--- src/rtl/instr_encoder.sv ---
// RV32I instruction encoder and program loader.
// Decoded field sets come in over a valid/ready handshake. Each one is packed
// into a 32-bit machine word and written to consecutive instruction-memory
// addresses through a stallable write port. Illegal field combinations set a
// sticky error flag, and the word is still written.
module instr_encoder #(
  parameter int ADDR_WIDTH = 8,
  parameter int BASE_ADDR  = 0
) (
  input  logic                  clk,
  input  logic                  rst_n,
  input  logic                  start,
  input  logic                  in_valid,
  output logic                  in_ready,
  input  logic                  in_last,
  input  logic [3:0]            op_class,
  input  logic [4:0]            rd,
  input  logic [4:0]            rs1,
  input  logic [4:0]            rs2,
  input  logic [2:0]            funct3,
  input  logic                  funct7b5,
  input  logic [31:0]           imm,
  output logic                  mem_valid,
  input  logic                  mem_ready,
  output logic [ADDR_WIDTH-1:0] mem_addr,
  output logic [31:0]           mem_wdata,
  output logic                  done,
  output logic                  err
);

  localparam logic [6:0] OP_R      = 7'h33;
  localparam logic [6:0] OP_IALU   = 7'h13;
  localparam logic [6:0] OP_LOAD   = 7'h03;
  localparam logic [6:0] OP_STORE  = 7'h23;
  localparam logic [6:0] OP_BRANCH = 7'h63;
  localparam logic [6:0] OP_LUI    = 7'h37;
  localparam logic [6:0] OP_AUIPC  = 7'h17;
  localparam logic [6:0] OP_JAL    = 7'h6F;
  localparam logic [6:0] OP_JALR   = 7'h67;
  localparam logic [31:0] NOP_WORD = 32'h0000_0013;

  typedef enum logic [1:0] {
    S_IDLE  = 2'd0,
    S_RUN   = 2'd1,
    S_DRAIN = 2'd2,
    S_DONE  = 2'd3
  } state_t;

  state_t                r_state;
  state_t                w_next;
  logic                  r_valid;
  logic [ADDR_WIDTH-1:0] r_addr;
  logic [31:0]           r_wdata;
  logic                  r_err;
  logic                  w_accept;
  logic                  w_wr_done;
  logic                  w_wrap;
  logic                  w_start;
  logic [32:0]           w_enc;

  function automatic logic in_range(input logic signed [31:0] v,
                                    input logic signed [31:0] lo,
                                    input logic signed [31:0] hi);
    return (v >= lo) && (v <= hi);
  endfunction

  // Packs one field set; bit 32 flags an illegal or out-of-range combination.
  function automatic logic [32:0] encode(input logic [3:0]  cls,
                                         input logic [4:0]  f_rd,
                                         input logic [4:0]  f_rs1,
                                         input logic [4:0]  f_rs2,
                                         input logic [2:0]  f3,
                                         input logic        f7b5,
                                         input logic [31:0] f_imm);
    logic signed [31:0] s_imm;
    logic [31:0]        w;
    logic               e;
    logic               b30;
    logic [11:0]        i12;
    s_imm = f_imm;
    w     = NOP_WORD;
    e     = 1'b0;
    b30   = 1'b0;
    i12   = f_imm[11:0];
    case (cls)
      4'd0: begin
        b30 = ((f3 == 3'd0) || (f3 == 3'd5)) && f7b5;
        w   = {1'b0, b30, 5'b0, f_rs2, f_rs1, f3, f_rd, OP_R};
      end
      4'd1: begin
        if ((f3 == 3'd1) || (f3 == 3'd5)) begin
          // Shift-immediate: shamt in imm[4:0], upper bits carry only SRAI's bit 30.
          b30 = (f3 == 3'd5) && f7b5;
          i12 = {1'b0, b30, 5'b0, f_imm[4:0]};
          e   = |f_imm[31:5];
        end else begin
          e = !in_range(s_imm, -32'sd2048, 32'sd2047);
        end
        w = {i12, f_rs1, f3, f_rd, OP_IALU};
      end
      4'd2: begin
        e = !in_range(s_imm, -32'sd2048, 32'sd2047);
        w = {i12, f_rs1, f3, f_rd, OP_LOAD};
      end
      4'd3: begin
        e = !in_range(s_imm, -32'sd2048, 32'sd2047);
        w = {f_imm[11:5], f_rs2, f_rs1, f3, f_imm[4:0], OP_STORE};
      end
      4'd4: begin
        e = !in_range(s_imm, -32'sd4096, 32'sd4094) || f_imm[0];
        w = {f_imm[12], f_imm[10:5], f_rs2, f_rs1, f3, f_imm[4:1], f_imm[11], OP_BRANCH};
      end
      4'd5: begin
        e = |f_imm[11:0];
        w = {f_imm[31:12], f_rd, OP_LUI};
      end
      4'd6: begin
        e = |f_imm[11:0];
        w = {f_imm[31:12], f_rd, OP_AUIPC};
      end
      4'd7: begin
        e = !in_range(s_imm, -32'sd1048576, 32'sd1048574) || f_imm[0];
        w = {f_imm[20], f_imm[10:1], f_imm[11], f_imm[19:12], f_rd, OP_JAL};
      end
      4'd8: begin
        e = !in_range(s_imm, -32'sd2048, 32'sd2047);
        w = {i12, f_rs1, f3, f_rd, OP_JALR};
      end
      default: begin
        e = 1'b1;
        w = NOP_WORD;
      end
    endcase
    return {e, w};
  endfunction

  assign in_ready  = (r_state == S_RUN) && (!r_valid || mem_ready);
  assign done      = (r_state == S_DONE);
  assign err       = r_err;
  assign mem_valid = r_valid;
  assign mem_addr  = r_addr;
  assign mem_wdata = r_wdata;

  assign w_accept  = in_valid && in_ready;
  assign w_wr_done = r_valid && mem_ready;
  assign w_wrap    = &r_addr[ADDR_WIDTH-1:2];
  assign w_start   = (r_state == S_IDLE) && start;
  assign w_enc     = encode(op_class, rd, rs1, rs2, funct3, funct7b5, imm);

  // State register.
  always_ff @(posedge clk or negedge rst_n) begin
    if (!rst_n) r_state <= S_IDLE;
    else        r_state <= w_next;
  end

  // Next-state logic: session start, last beat accepted, last write completed.
  always_comb begin
    w_next = r_state;
    case (r_state)
      S_IDLE:  if (start) w_next = S_RUN;
      S_RUN:   if (w_accept && in_last) w_next = S_DRAIN;
      S_DRAIN: if (w_wr_done) w_next = S_DONE;
      S_DONE:  w_next = S_IDLE;
      default: w_next = S_IDLE;
    endcase
  end

  // Output word register: loads on accept, holds while the memory stalls.
  always_ff @(posedge clk or negedge rst_n) begin
    if (!rst_n) begin
      r_valid <= 1'b0;
      r_wdata <= '0;
    end else if (w_accept) begin
      r_valid <= 1'b1;
      r_wdata <= w_enc[31:0];
    end else if (mem_ready) begin
      r_valid <= 1'b0;
    end
  end

  // Write address: BASE_ADDR at start, +4 per completed write, wraps to 0.
  always_ff @(posedge clk or negedge rst_n) begin
    if (!rst_n)         r_addr <= '0;
    else if (w_start)   r_addr <= ADDR_WIDTH'(BASE_ADDR);
    else if (w_wr_done) r_addr <= r_addr + ADDR_WIDTH'(4);
  end

  // Sticky error: cleared by an accepted start, set by bad fields or address wrap.
  always_ff @(posedge clk or negedge rst_n) begin
    if (!rst_n)                                           r_err <= 1'b0;
    else if (w_start)                                     r_err <= 1'b0;
    else if ((w_accept && w_enc[32]) || (w_wr_done && w_wrap)) r_err <= 1'b1;
  end

endmodule

--- config.mk ---
export PLATFORM = sky130hd
export DESIGN_NAME = instr_encoder
export DESIGN_NICKNAME = d
export VERILOG_FILES = /design/src/rtl/instr_encoder.sv
export SDC_FILE = /design/constraint.sdc
export NUM_CORES = 1
export LEC_CHECK = 0
export CAP_MARGIN = 10
export CORE_UTILIZATION = 45
export CTS_BUF_LIST = sky130_fd_sc_hd__clkbuf_8
export DETAILED_ROUTE_END_ITERATION = 7
export PLACE_DENSITY = 0.87
export REMOVE_ABC_BUFFERS = 1
export SYNTH_ARGS = -nofsm -noshare
export SYNTH_HDL_FRONTEND = slang
export SYNTH_SLANG_ARGS = --single-unit
--- constraint.sdc ---
create_clock -name clk -period 1.99 [get_ports clk]
set_input_delay 0.4975 -clock clk [delete_from_list [all_inputs] [get_ports clk]]
set_output_delay 0.4975 -clock clk [all_outputs]
set_load 0.02 [all_outputs]
==> flow_metrics.py, run 1 <==
metrics = {
    "global_route": {
        "antenna_found_initial": 0,
        "grt_first_pass_wirelength_um": 14160,
        "grt_usage_pct": 29.95,
        "grt_overflow": 0,
        "grt_pass1_vias": 3026,
        "grt_max_degree": 42,
    },
    "finish": {
        "mostFrequentLayoutCells": "clkdlybuf4s50_1, buf_4, nand2_1, nor2_1, dfrtp_1",
        "layout-drive-gt1-share_pct": 22.57,
        "mostFrequentLayoutCell": "clkdlybuf4s50_1",
        "fin_util_pct": 78.66,
        "syn_to_final_growth_pct": 68.18,
        "insertedDiodeCount": 0,
        "design_area_sq_um": 4358,
        "nets": 541,
        "fin_cells": 546,
    },
    "sta": {
        "fmax_ghz": 0.4710,
        "maxSlewViolCount": 0,
        "min_period_over_period_pct": 106.7,
        "relSlewSlack_pct": 65.42,
        "setup_viol": 1,
        "finalWorstSetupSlack_ns": -0.1331,
        "fin_skew_ns": 0.005530,
        "rsz0062_at_grt": "yes",
        "finalWorstPathRequiredPeriod_ns": 2.123,
        "tightest_slew_ns": 0.5186,
        "timing.final.hold_violations": 0,
    },
    "route": {
        "wl_per_cell_um": 16.73,
        "viasPerCell": 5.853,
        "drt.antenna.violating_nets": 0,
        "drtPass1Iterations": 5,
        "drc": 0,
        "drtIter0Drc": 307,
        "wl_um": 9132,
        "vias": 3196,
    },
    "place": {
        "placed_area_sq_um": 4163,
        "place.gp.congestion": 0.9562,
        "dpl.cell_count": 537,
        "place_worst_setup_slack_ns": -0.4564,
        "portBuffers": 102,
        "place_hpwl_um": 6650,
    },
    "pwr": {
        "p_seq_share_pct": 31.7,
        "p_leak_nw": 1.917,
        "pwr-share-clk_pct": 14.8,
        "p_int_w": 0.002684,
        "p_per_area_nw_per_um2": 1003,
        "power_switching_w": 0.001686,
        "finalPower_w": 0.004370,
        "sw_frac_of_total_pct": 38.57,
        "peakVddDrop_v": 0.0006751,
        "comb_power_share_pct": 53.5,
    },
    "logic_synthesis": {
        "synthArstFlopShare_pct": 100.0,
        "yosys_most_used_dff": "dfrtp_1",
        "ys_ff_latch": 41,
        "yosysUniqueCellTypes": 52,
        "synth_edf_count": 0,
        "yosysTopAreaCell": "dfrtp_1",
        "synth_warnings": 0,
        "synth_area_sq_um": 2591,
        "yosysSeqAreaShare_pct": 39.59,
        "synth_top_area_share_pct": 39.59,
        "syn_inst": 309,
        "synth.top_cells.by_area": "dfrtp_1, nor2_1, nand2_1",
        "syn_avg_cell_area_sq_um": 8.386,
    },
    "die": {
        "io_pins": 105,
        "core-area_sq_um": 5540,
        "rows": 27,
        "die_y_um": 77.89,
        "start_util_pct": 46.77,
        "die_width_um": 77.89,
        "die_area_sq_um": 6066,
    },
    "critical_path": {
        "crit_type": "in -> reg",
        "r2r_slack_ns": 0.14,
        "cp_max_fo": 4,
        "startpoint_type": "primary input",
        "cp.required_ns": 2.15,
        "arrival_ns": 2.28,
        "endpoint_kind": "flop",
    },
    "outcome": {
        "status": "complete, but fails checks",
        "violations": "setup timing",
    },
    "clocking": {
        "h-tree-depth": 2,
        "clockRootBuffer": "clkbuf_8",
        "tritoncts": "done",
        "insertion_delay_ns": 0.29,
        "clkTransAtPathRegs_ns": 0.07,
        "numClockSinks": 41,
        "clockBufferDepth": 2,
        "cts_buffers": 5,
    },
    "hold_path": {
        "hold_class": "in -> async",
    },
    "flow_run": {
        "cap_violations": 0,
    },
}
==> flip-flops by register name, summed over array words and instances (netlist names) <==
register and count:
err 1, mem_addr 6, mem_valid 1, mem_wdata 31
r_state 2
==> path summary, 6_finish.rpt <==
kind / endpoint / cells after the start / from
max: err / 6 / imm[4]
min: mem_addr[7] / 2 / rst_n
max reg2reg: err / 7 / mem_addr[2]
min reg2reg: mem_wdata[24] / 2 / mem_wdata[24]
max in group asynchronous: mem_wdata[8] / 2 / rst_n
min in group clk: mem_wdata[24] / 2 / mem_wdata[24]
==> power by group through the flow <==
| stage | combinational (W) | clock (W) | sequential [W] |
|---|---|---|---|
| floorplan | 0.000667 | 0 | 0.00176 |
| global placement | 0.00224 | 0 | 0.00138 |
| detailed placement | 0.00231 | 0 | 0.00140 |
| CTS | 0.00232 | 0.000656 | 0.00138 |
| global route | 0.00253 | 0.000694 | 0.00142 |
| finish | 0.00234 | 0.000645 | 0.00139 |
==> metal layers <==
| layer | vias up | GRT usage (%) | part of all wire (%) |
|---|---|---|---|
| li1 | 1459 | - | - |
| met2 | 183 | 54.51 | 51 |
| met5 | - | 0 | 0 |
| met4 | 0 | 11.70 | 3.9 |
| met3 | 41 | 5.294 | 7.2 |
| met1 | 1513 | 34.58 | 37 |
==> logic make-up after synthesis <==
group / share of synthesized area [%]
fa+ha+maj: 2.897
mux: 2.463
other cells: 0.1447
compound gates: 23.23
flops: 39.59
xor+xnor: 2.753
buf+inv: 5.456
simple gates: 23.47
==> area by class of cell <==
type / count / area (sq um)
fill: 374 / 1182
inverter: 6 / 22.52
sequential: 41 / 1026
clock buffer: 5 / 68.82
timing repair buffer: 178 / 1628
tap: 72 / 90.09
multi-input combinational: 242 / 1488
clock inverter: 2 / 35.03
==> worst max-delay path, stage by stage <==
cell and delay (ns):
clkdlybuf4s50_1 0.52, o41ai_2 0.44, a21oi_1 0.17, a211o_1 0.26, nor3_1 0.27, a31oi_1 0.13
==> per-stage QoR <==
| step | setup TNS [ns] | hold WS [ns] |
|---|---|---|
| final | -0.1331 | 0.2534 |
| after global routing | -0.1794 | 0.3073 |
| after CTS | 0 | 0.2753 |
| after detailed placement | -10.66 | 0.4736 |
| after global placement | -8.604 | 0.4566 |
| after floorplan | 0 | 0.2019 |
==> cell usage after synthesis, types with 5 or more instances <==
cell,n
buf_4,6
o21ai_0,18
ha_1,6
a21oi_1,15
nand3_1,9
nor3_1,8
inv_1,6
nor4_1,8
nand4_1,8
clkbuf_1,11
a22oi_1,5
nor2_1,43
a221oi_1,13
nand2_1,41
o21ai_1,9
dfrtp_1,41
==> repair_timing <==
action / 4_1_cts / 5_1_grt
cloned: 0 / 0
endpoints found under the setup margin: 25 / 10
pin swaps: 2 / 1
resized for setup: 12 / 17
setup buffers: 0 / 2
hold buffers: 0 / 0
Note: power is estimated with default switching activity, not from simulation.
==> inputs of run 2 (changes only) <==
--- a/constraint.sdc
+++ b/constraint.sdc
@@ -3,2 +3,2 @@
 set_output_delay 0.4975 -clock clk [all_outputs]
-set_load 0.02 [all_outputs]
+set_load 0.05 [all_outputs]
==> run 2 against run 1 <==
Compared with the run above:
- the run now ends clean
- clock-buffer cell count rose by 1
- global-route usage increased by 0.42 points
- sequential share of layout area is 0.45 points higher
- critical path depth is the same
- utilization decreased by 1.5 points
- maximum frequency increased by 7.9%
- worst setup slack better by 0.16 ns
- via count decreased by 0.94%
- clock skew increased by 0.00082 ns
- first-iteration DRC count fell by 18%
==> flow_metrics.py, run 2 (synthesis results as in run 1) <==
metrics = {
    "clocking": {
        "clockBufferDepth": 2,
        "h-tree-depth": 2,
        "holdBufCountCts": 0,
        "cts_buffers": 5,
        "numClockSinks": 41,
        "clkTransAtPathRegs_ns": 0.08,
        "tritoncts": "done",
        "insertion_delay_ns": 0.30,
        "post_cts_buffers": 0,
        "clockRootBuffer": "clkbuf_8",
    },
    "pwr": {
        "peakVddDrop_v": 0.001032,
        "p_per_area_nw_per_um2": 1183,
        "p_leak_nw": 1.974,
        "finalPower_w": 0.005060,
    },
    "critical_path": {
        "cp.required_ns": 2.18,
        "crit_start": "imm[3]",
        "arrival_ns": 2.15,
        "endpoint_kind": "flop",
        "cp_max_fo": 4,
        "crit_type": "in -> reg",
        "r2r-start": "r_state[1]",
        "startpoint_type": "primary input",
    },
    "sta": {
        "rsz0062_at_grt": "yes",
        "setup_viol": 0,
        "maxSlewViolCount": 0,
        "fin_skew_ns": 0.006346,
        "finalWorstPathRequiredPeriod_ns": 1.967,
        "tightest_slew_ns": 0.5449,
        "holdWs_ns": 0.2549,
        "fmax_ghz": 0.5084,
        "timing.final.hold_violations": 0,
        "finalWorstSetupSlack_ns": 0.02303,
        "relSlewSlack_pct": 63.67,
        "min_period_over_period_pct": 98.84,
    },
    "place": {
        "portBuffers": 102,
        "place_worst_setup_slack_ns": -0.3884,
        "place.gp.congestion": 0.9656,
        "place_hpwl_um": 6926,
        "dpl.cell_count": 535,
    },
    "die": {
        "die_area_sq_um": 6066,
        "core-area_sq_um": 5540,
        "start_util_pct": 46.77,
        "rows": 27,
        "io_pins": 105,
        "die_width_um": 77.89,
        "die_y_um": 77.89,
    },
    "hold_path": {
        "hold_class": "in -> async",
    },
    "route": {
        "wl_per_cell_um": 16.85,
        "wl_um": 9148,
        "drc": 0,
        "vias": 3166,
        "drtIter0Drc": 253,
        "drtPass1Iterations": 5,
        "viasPerCell": 5.831,
        "drt.antenna.violating_nets": 0,
    },
    "finish": {
        "mostFrequentLayoutCells": "buf_4, clkdlybuf4s50_1, nand2_1, dfrtp_1, nor2_1",
        "mostFrequentLayoutCell": "buf_4",
        "layout-drive-gt1-share_pct": 30.36,
        "nets": 537,
        "insertedDiodeCount": 0,
        "largest_reg_flops": 31,
        "syn_to_final_growth_pct": 64.99,
        "fin_cells": 543,
    },
    "flow_run": {
        "cap_violations": 0,
    },
    "global_route": {
        "antenna_found_initial": 0,
        "grt_max_degree": 42,
        "grt_first_pass_wirelength_um": 14350,
        "grt_usage_pct": 30.38,
        "grt_pass1_vias": 3071,
        "grt_overflow": 0,
    },
    "outcome": {
        "status": "finished, final reports clean",
    },
}
-- run 2: cell types whose count changed in the layout (fill, tap and decap cells not counted), moves of 2 or more --
cell             delta
clkdlybuf4s50_1    -37
buf_4              +32
a221oi_1            -3
a221oi_2            +3
dlymetal6s2s_1      +2
-- run 2: path summary, 6_finish.rpt --
kind                                  to  slack [ns]  depth (start not counted)
max                                  err        0.02                          6
min                          mem_addr[7]        0.25                          2
max reg2reg                   r_state[0]        0.27                          7
min reg2reg                 mem_wdata[8]        0.49                          2
max in group asynchronous  mem_wdata[10]        1.36                          2
min in group clk            mem_wdata[8]        0.49                          2
-- run 2: layer usage --
| metal | track usage (%) | part of all wire (%) | up-vias |
|---|---|---|---|
| met5 | 0 | 0 | - |
| met4 | 11.89 | 3.7 | 0 |
| met3 | 4.353 | 6.8 | 45 |
| met2 | 54.78 | 52 | 184 |
| met1 | 36.13 | 38 | 1490 |
| li1 | - | - | 1447 |
-- run 2: area by class of cell --
type,instances,area (sq um)
Clock buffer,6,82.58
Clock inverter,2,13.76
Fill cell,389,1265
Inverter,6,22.52
Multi-Input combinational cell,242,1511
Sequential cell,41,1026
Tap cell,72,90.09
Timing Repair Buffer,174,1529
-- run 2: metrics by stage --
step           cell area [sq um]  setup TNS (ns)  utilization [%]
2_1_floorplan               2476          -6.335                -
5_1_grt                     4275        -0.01760            77.17
6_report                    4275               0            77.17
4_1_cts                     4179        -0.01756            75.43
3_3_place_gp                4068          -6.933            73.42
3_5_place_dp                4068          -9.483            73.42
-- run 2: critical path, cell delays in order --
cell and delay, ns:
clkdlybuf4s50_1 0.51, o41ai_1 0.48, a21oi_1 0.16, a211o_1 0.27
nor3_2 0.16, a31oi_1 0.08
-- run 2: power breakdown --
group | internal [W] | switching [W]
Combinational | 0.00107 | 0.00200
Clock | 0.000281 | 0.000308
Sequential | 0.00117 | 0.000235
-- run 2: what timing repair did --
item                                    CTS  global route
gates cloned                              0             0
gates resized for setup                   5            25
pin swaps                                 1             3
endpoints found under the setup margin   22            29
==> inputs of run 3 (changes only) <==
Settings changed: SKIP_LAST_GASP set to 1.
Clock period 1.99 ns to 2 ns, I/O delays scaled along.
==> run 3 against run 2 <==
Compared with the run above:
- first-iteration DRC count is 0.79% higher
- die area is the same
- critical endpoint is now mem_wdata[19]
- via count hardly changed
- clock skew increased by 0.0036 ns
- wire length rose by 4.0%
- combinational power about the same
- clock-buffer cell count stayed put
- register-to-register slack better by 0.02 ns
- worst setup slack better by 0.0014 ns
==> flow_metrics.py, run 3 (synthesis results as in run 1) <==
metrics = {
    "pwr": {
        "p_per_area_nw_per_um2": 1198,
        "peakVddDrop_v": 0.0008319,
        "p_leak_nw": 1.988,
    },
    "die": {
        "die_area_sq_um": 6066,
        "rows": 27,
        "die_y_um": 77.89,
        "core-area_sq_um": 5540,
        "die_width_um": 77.89,
        "start_util_pct": 46.77,
        "io_pins": 105,
    },
    "finish": {
        "largest_reg_flops": 31,
        "layout-drive-gt1-share_pct": 29.81,
        "nFillCells": 382,
        "regArea_sq_um": 1026,
        "mostFrequentLayoutCells": "buf_4, clkdlybuf4s50_1, nor2_1",
        "multi_input_area_sq_um": 1506,
        "mostFrequentLayoutCell": "buf_4",
        "nets": 539,
        "fin_util_pct": 77.82,
        "fin_cells": 545,
        "syn_to_final_growth_pct": 66.39,
        "insertedDiodeCount": 0,
    },
    "flow_run": {
        "cap_violations": 0,
    },
    "clocking": {
        "clkTransAtPathRegs_ns": 0.09,
        "cts_buffers": 5,
        "clockBufferDepth": 2,
        "numClockSinks": 41,
        "holdBufCountCts": 0,
        "insertion_delay_ns": 0.30,
        "tritoncts": "done",
        "h-tree-depth": 2,
        "clockRootBuffer": "clkbuf_8",
    },
    "sta": {
        "setup_viol": 0,
        "maxSlewViolCount": 0,
        "finalWorstSetupSlack_ns": 0.02443,
        "tns_ns": 0,
        "fin_skew_ns": 0.009902,
        "holdWs_ns": 0.2647,
        "tightest_slew_ns": 0.5336,
        "finalWorstPathRequiredPeriod_ns": 1.976,
        "timing.final.hold_violations": 0,
        "relSlewSlack_pct": 64.42,
        "rsz0062_at_grt": "yes",
        "min_period_over_period_pct": 98.78,
        "fmax_ghz": 0.5062,
    },
    "critical_path": {
        "startpoint_type": "primary input",
        "r2r_cells": 7,
        "endpoint": "mem_wdata[19]",
        "crit_start": "op_class[3]",
        "r2r-start": "r_state[1]",
        "cp_max_fo": 15,
        "endpoint_kind": "flop",
        "r2r_end": "mem_wdata[2]",
        "r2r_slack_ns": 0.29,
        "crit_type": "in -> reg",
        "arrival_ns": 2.14,
        "cp.required_ns": 2.17,
    },
    "place": {
        "place_worst_setup_slack_ns": -0.3981,
        "portBuffers": 102,
        "place.gp.congestion": 0.9738,
        "dpl.cell_count": 535,
        "place_hpwl_um": 7090,
    },
    "route": {
        "wl_um": 9516,
        "drc": 0,
        "drt.antenna.violating_nets": 0,
        "vias": 3168,
        "drtPass1Iterations": 5,
        "drtIter0Drc": 255,
        "viasPerCell": 5.813,
        "wl_per_cell_um": 17.46,
    },
    "global_route": {
        "grt_usage_pct": 31.98,
        "grt_overflow": 0,
        "grt_first_pass_wirelength_um": 15220,
        "grt_pass1_vias": 3202,
        "antenna_found_initial": 0,
        "grt_max_degree": 42,
    },
    "hold_path": {
        "hold_class": "in -> async",
    },
    "outcome": {
        "status": "finished, final reports clean",
    },
}
==> run 3: changes by cell type in the layout (fill, tap and decap cells not counted), sizes merged <==
| cell | previous run | this run |
|---|---|---|
| inv | 6 | 7 |
| clkinv | 2 | 0 |
| bufinv | 0 | 1 |
| clkdlybuf4s50 | 56 | 58 |
| dlymetal6s2s | 7 | 8 |
| dlygate4sd2 | 1 | 0 |
==> run 3: cell type report <==
type | instances | area share (%)
multi-input cells | 242 | 34.94
repair buffers | 176 | 35.95
well taps | 72 | 2.089
clock inverters | 2 | 0.7835
clock buffers | 6 | 1.915
inverters | 6 | 0.5223
flip-flops and latches | 41 | 23.80
==> run 3: timing repair <==
item                                    4_1_cts  5_1_grt
gates resized for setup                       8       23
pin swaps                                     3        5
setup buffers                                 1        0
endpoints found under the setup margin       21       19
gates cloned                                  0        1
==> run 3: critical path, stage by stage <==
cell,delay [ns]
clkdlybuf4s50_1,0.56
buf_4,0.25
inv_1,0.11
nor2_1,0.23
a21oi_4,0.10
a221oi_1,0.30
nor2_1,0.08
==> run 3: routing by layer <==
layer / wire length [um] / GRT usage, % / vias up
li1: - / - / 1457
met1: 3602 / 37.34 / 1497
met2: 5002 / 59.12 / 172
met3: 625 / 5.059 / 42
met4: 285 / 10.38 / 0
met5: 0 / 0 / -
==> run 3: worst min-delay path by stage <==
stage | end | slack, ns | cells past startpoint | from
final | mem_addr[6] | 0.26 | 2 | rst_n
after global routing | mem_addr[6] | 0.31 | 2 | rst_n
after CTS | mem_addr[5] | 0.28 | 2 | rst_n
after detailed placement | mem_wdata[3] | 0.48 | 2 | mem_wdata[3]
after global placement | mem_wdata[7] | 0.46 | 2 | mem_wdata[7]
after floorplan | err | 0.20 | 0 | rst_n
==> run 3: per-stage QoR <==
stage / area [sq um] / power (W)
floorplan: 2476 / 0.003178
global route: 4312 / 0.005425
detailed placement: 4073 / 0.004414
CTS: 4227 / 0.005137
finish: 4312 / 0.005165
global placement: 4073 / 0.004297
==> run 3: where the power goes <==
group          switching (W)  internal (W)  total (W)
combinational        0.00200       0.00107    0.00307
clock               0.000294      0.000402   0.000696
sequential          0.000236       0.00117    0.00140
total                0.00252       0.00264    0.00516
